## config.mk

```make
export PLATFORM = sky130hd
export DESIGN_NAME = vga_timing_pipe
export DESIGN_NICKNAME = d
export VERILOG_FILES = /design/src/rtl/vga_timing_pipe.sv
export SDC_FILE = /design/constraint.sdc
export NUM_CORES = 1
export LEC_CHECK = 0
export BUFFER_PORTS_ARGS = -buffer_cell sky130_fd_sc_hd__buf_2
export CORE_UTILIZATION = 30
export DETAILED_ROUTE_END_ITERATION = 12
export HOLD_SLACK_MARGIN = 0.08
export SETUP_SLACK_MARGIN = 0.5
export SYNTH_ARGS = -nofsm -noshare
export SYNTH_HDL_FRONTEND = slang
export SYNTH_SLANG_ARGS = --single-unit
```

## constraint.sdc

```tcl
create_clock -name clk -period 3 [get_ports clk]
set_input_delay 0 -clock clk [delete_from_list [all_inputs] [get_ports clk]]
set_output_delay 0 -clock clk [all_outputs]
set_load 0.01 [all_outputs]
```

## src/rtl/vga_timing_pipe.sv

```systemverilog
// vga_timing_pipe: programmable VGA sync/address generator with read-latency-aligned RGB and status outputs
module vga_timing_pipe #(
  parameter int H_SYNC = 96,
  parameter int H_BACK = 48,
  parameter int H_ACTIVE = 640,
  parameter int H_FRONT = 16,
  parameter int V_SYNC = 2,
  parameter int V_BACK = 33,
  parameter int V_ACTIVE = 480,
  parameter int V_FRONT = 10,
  parameter logic HS_POL = 1'b0,
  parameter logic VS_POL = 1'b0,
  parameter int COLOR_W = 4,
  parameter int RD_LAT = 1,
  parameter int SCALE_SHIFT = 0,
  parameter int ROW_W = 9,
  parameter int COL_W = 10
) (
  input  logic clk,
  input  logic rst,
  input  logic pix_en,
  input  logic [3*COLOR_W-1:0] Din,
  output logic [ROW_W-1:0] row,
  output logic [COL_W-1:0] col,
  output logic rdn,
  output logic [COLOR_W-1:0] R,
  output logic [COLOR_W-1:0] G,
  output logic [COLOR_W-1:0] B,
  output logic HS,
  output logic VS,
  output logic frame_start,
  output logic vblank
);
  localparam int H_TOTAL = H_SYNC + H_BACK + H_ACTIVE + H_FRONT;
  localparam int V_TOTAL = V_SYNC + V_BACK + V_ACTIVE + V_FRONT;
  localparam int HA0 = H_SYNC + H_BACK;
  localparam int HA1 = HA0 + H_ACTIVE;
  localparam int VA0 = V_SYNC + V_BACK;
  localparam int VA1 = VA0 + V_ACTIVE;
  localparam int HW = $clog2(H_TOTAL);
  localparam int VW = $clog2(V_TOTAL);
  typedef struct packed {
    logic hs;
    logic vs;
    logic act;
    logic vb;
    logic fs;
  } flags_t;
  localparam flags_t IDLE = '{hs: 1'b0, vs: 1'b0, act: 1'b0, vb: 1'b1, fs: 1'b0};
  logic [HW-1:0] h_cnt, h_off;
  logic [VW-1:0] v_cnt, v_off;
  logic h_act, v_act, h_last, v_last;
  flags_t raw;
  // dly[0] is the address-stage copy; dly[RD_LAT] lines up with Din
  flags_t dly [RD_LAT+1];
  always_comb begin
    h_act = int'(h_cnt) >= HA0 && int'(h_cnt) < HA1;
    v_act = int'(v_cnt) >= VA0 && int'(v_cnt) < VA1;
    h_last = int'(h_cnt) == H_TOTAL - 1;
    v_last = int'(v_cnt) == V_TOTAL - 1;
    h_off = h_cnt - HW'(HA0);
    v_off = v_cnt - VW'(VA0);
    raw = '{hs: int'(h_cnt) < H_SYNC, vs: int'(v_cnt) < V_SYNC, act: h_act && v_act,
            vb: !v_act, fs: h_cnt == '0 && v_cnt == '0};
  end
  always_ff @(posedge clk) begin
    if (rst) begin
      h_cnt <= '0;
      v_cnt <= '0;
      row <= '0;
      col <= '0;
      rdn <= 1'b1;
      {B, G, R} <= '0;
      HS <= ~HS_POL;
      VS <= ~VS_POL;
      frame_start <= 1'b0;
      vblank <= 1'b1;
      for (int i = 0; i <= RD_LAT; i++) dly[i] <= IDLE;
    end else begin
      frame_start <= pix_en && dly[RD_LAT].fs;
      if (pix_en) begin
        h_cnt <= h_last ? '0 : h_cnt + 1'b1;
        if (h_last) v_cnt <= v_last ? '0 : v_cnt + 1'b1;
        col <= COL_W'(h_off >> SCALE_SHIFT);
        row <= ROW_W'(v_off >> SCALE_SHIFT);
        rdn <= !raw.act;
        dly[0] <= raw;
        for (int i = 1; i <= RD_LAT; i++) dly[i] <= dly[i-1];
        {B, G, R} <= dly[RD_LAT].act ? Din : '0;
        HS <= dly[RD_LAT].hs ? HS_POL : ~HS_POL;
        VS <= dly[RD_LAT].vs ? VS_POL : ~VS_POL;
        vblank <= dly[RD_LAT].vb;
      end
    end
  end
endmodule

```

==> flow_metrics.tcl <==
set metrics [dict create \
    setup_tns_ns 0 \
    timing.fmax_ghz 0.4969 \
    final_cells 497 \
    drive_gt1_frac 0.2065 \
    start_util 0.3123 \
    wl_um 6572 \
    worstMarginPinSlew_ns 0.8081 \
    antenna_found_initial 0 \
    swShare 0.2348 \
    postRouteAntennaNets 0 \
    final_max_slew_viol_count 0 \
    yosys_warnings 0 \
    grt_pass1_wl_um 10960 \
    clkSinkCount 66 \
    cts_resized 0 \
    num_rows 35 \
    fin_skew_ns 0.01225 \
    fill_cells 941 \
    grt_pass1_vias 2202 \
    synth_top_area_share 0.3849 \
    gp_congestion 0.8136 \
    clock_latency_ns 0.35 \
    critPathRequiredTime_ns 3.20 \
    track_usage 0.1414 \
    cts_buffers 9 \
    worstPathArrival_ns 2.21 \
    power.switching_mw 0.4423 \
    synth_edf_count 10 \
    holdCritPathClass "input pin to flip-flop" \
    syn2layout_area_growth_pct 22.98 \
    hold_viol_final 0 \
    synth_area_um2 2913 \
    die_area_um2 10110 \
    clk_pin_slew_ns 0.08 \
    h-tree-depth 3 \
    synth_top_flop_cell "dfxtp_1" \
    avgSynthCellArea_um2 9.396 \
    yosys-top-cells-area "dfxtp_1 38%, edfxtp_1 10%, nor2_1 6.6%, xnor2_1 4.2%, mux2i_1 3.1%" \
    worst_setup_path_start_kind "flip-flop" \
    post-route-period-util 0.6708 \
    tritoncts "yes" \
    num_io_pins 51 \
    core-area_um2 9328 \
    grt_max_degree 43 \
    design_area_um2 3582 \
    hpwl_um 4306 \
    ys_seq_area_frac 0.4880 \
    synth_most_common_cell "dfxtp_1" \
    ir_drop_mv 0.4012 \
    num-nets-final 385 \
    placed_cells 469 \
    p_clk_frac 0.432 \
    clk_path_buf_depth 2 \
    fin_util 0.3840 \
    first_pass_iters 5 \
    intPower_mw 1.441 \
    seqPwrFrac 0.500 \
    maxCapViolCount 0 \
    crit_fanout 8 \
    slew_headroom 0.4613 \
    comb_power_share 0.068 \
    ys_top_cells_by_count "56 x dfxtp_1, 51 x nor2_1, 21 x nand2_1" \
    die-width_um 100.5 \
    synth-seq-cells 66 \
    dr.first_iter.drc_count 102 \
    grt-ovfl-total 0 \
    viasPerCell 4.700 \
    wire_per_inst_um 13.22 \
    power_density_nw_per_um2 525.8 \
    dpl_cell_area_um2 3239 \
    die_h_um 100.5 \
    yosysTopAreaCell "dfxtp_1" \
    leakage_nw 1.467 \
    fin_hold_ws_ns 0.2054 \
    rsz0062_at_grt "false" \
    synth_fp_nets 332 \
    status "finished clean" \
    crit_type "flip-flop to flip-flop" \
    cp-end-kind "flip-flop" \
    port_buffers 50 \
    fin_crit_ns 2.012 \
    vias 2336 \
    drc 0 \
    setup_violations 0 \
    async_flop_share 0 \
    root_buffer "clkbuf_8" \
    diodes 0 \
    postSynthCellCount 310 \
    synth_cell_types 48 \
]
worst paths after layout:
| kind | from | to | slack [ns] | cells past startpoint |
|---|---|---|---|---|
| setup / recovery | h_cnt[4] | v_cnt[2] | 0.99 | 5 |
| hold / removal | pix_en | B[3] | 0.21 | 4 |
| setup reg to reg | h_cnt[4] | v_cnt[2] | 0.99 | 5 |
| hold reg to reg | col[8] | col[8] | 0.46 | 2 |
stage by stage:
stage | total power, mW | worst slack, ns
5_1_grt | 1.966 | 0.8651
2_1_floorplan | 1.031 | 1.304
6_report | 1.884 | 0.9876
4_1_cts | 1.917 | 0.9828
3_3_place_gp | 1.077 | 1.068
3_5_place_dp | 1.079 | 0.9967
sequential cells by signal (all words and copies together), names as in the netlist:
signal / flops
col: 10
dly: 10
h_cnt: 10
v_cnt: 10
row: 9
B: 4
G: 4
R: 4
HS: 1
VS: 1
frame_start: 1
rdn: 1
vblank: 1
routing by layer:
metal,up-vias,global-route usage,wire [um]
met5,-,0,0
met4,0,0.05017,78
met3,7,0.04785,407
met2,64,0.2223,3041
met1,1076,0.1807,3044
li1,1189,-,-
critical path: stages, from the launching register on:
cell       delay [ns]
dfxtp_1          0.47
ha_1             0.21
nand4bb_1        0.31
or3_1            0.57
a22oi_2          0.23
a21oi_1          0.08
power groups by stage:
| stage | sequential, mW | clock (mW) | combinational (mW) |
|---|---|---|---|
| 2_1_floorplan | 0.969 | 0 | 0.0620 |
| 3_3_place_gp | 0.962 | 0 | 0.115 |
| 3_5_place_dp | 0.963 | 0 | 0.117 |
| 4_1_cts | 0.942 | 0.846 | 0.129 |
| 5_1_grt | 0.945 | 0.877 | 0.144 |
| 6_report | 0.942 | 0.813 | 0.128 |
cell type report:
cell class | instances | area [um^2] | area share
flip-flops and latches | 66 | 1421 | 0.3968
multi-input cells | 211 | 1350 | 0.3769
repair buffers | 64 | 385.4 | 0.1076
clock buffers | 11 | 162.7 | 0.04541
well taps | 129 | 161.4 | 0.04506
clock inverters | 5 | 60.06 | 0.01677
inverters | 11 | 41.29 | 0.01153
cell usage in the layout, fill, tap and decap left out, types with 2 or more instances in the layout:
cell type,instances
nor2_1,51
nor4_1,6
buf_2,50
nand2_1,21
or3_1,3
ha_1,7
inv_1,11
a22oi_1,12
xor2_1,7
o21ai_0,4
and3_1,5
nor2b_1,2
mux2i_1,9
nor3_1,10
and2_1,4
dlygate4sd3_1,12
nand3_1,4
xnor2_1,14
a211oi_1,7
o211ai_1,3
clkbuf_8,10
nand2b_1,2
dfxtp_1,56
a311oi_1,2
nand4_1,7
edfxtp_1,10
buf_4,2
a21oi_1,11
clkinv_4,2
cells by family (layout without fill, tap and decap cells):
group | after synthesis | after routing | synth area share
buffers and inverters | 33 | 91 | 0.04854
AO/OA/AOI/OAI | 50 | 50 | 0.1259
multiplexers | 9 | 9 | 0.03093
flip-flops | 66 | 66 | 0.4880
AND/OR/NAND/NOR | 124 | 124 | 0.2135
XOR/XNOR | 21 | 21 | 0.06315
adder cells (fa/ha/maj) | 7 | 7 | 0.03007
what timing repair did:
action                    in CTS  in global routing
buffers inserted               0                  0
hold endpoints to repair      12                  0
hold buffers                  12                  0
Note: power is estimated with default switching activity, not from simulation.
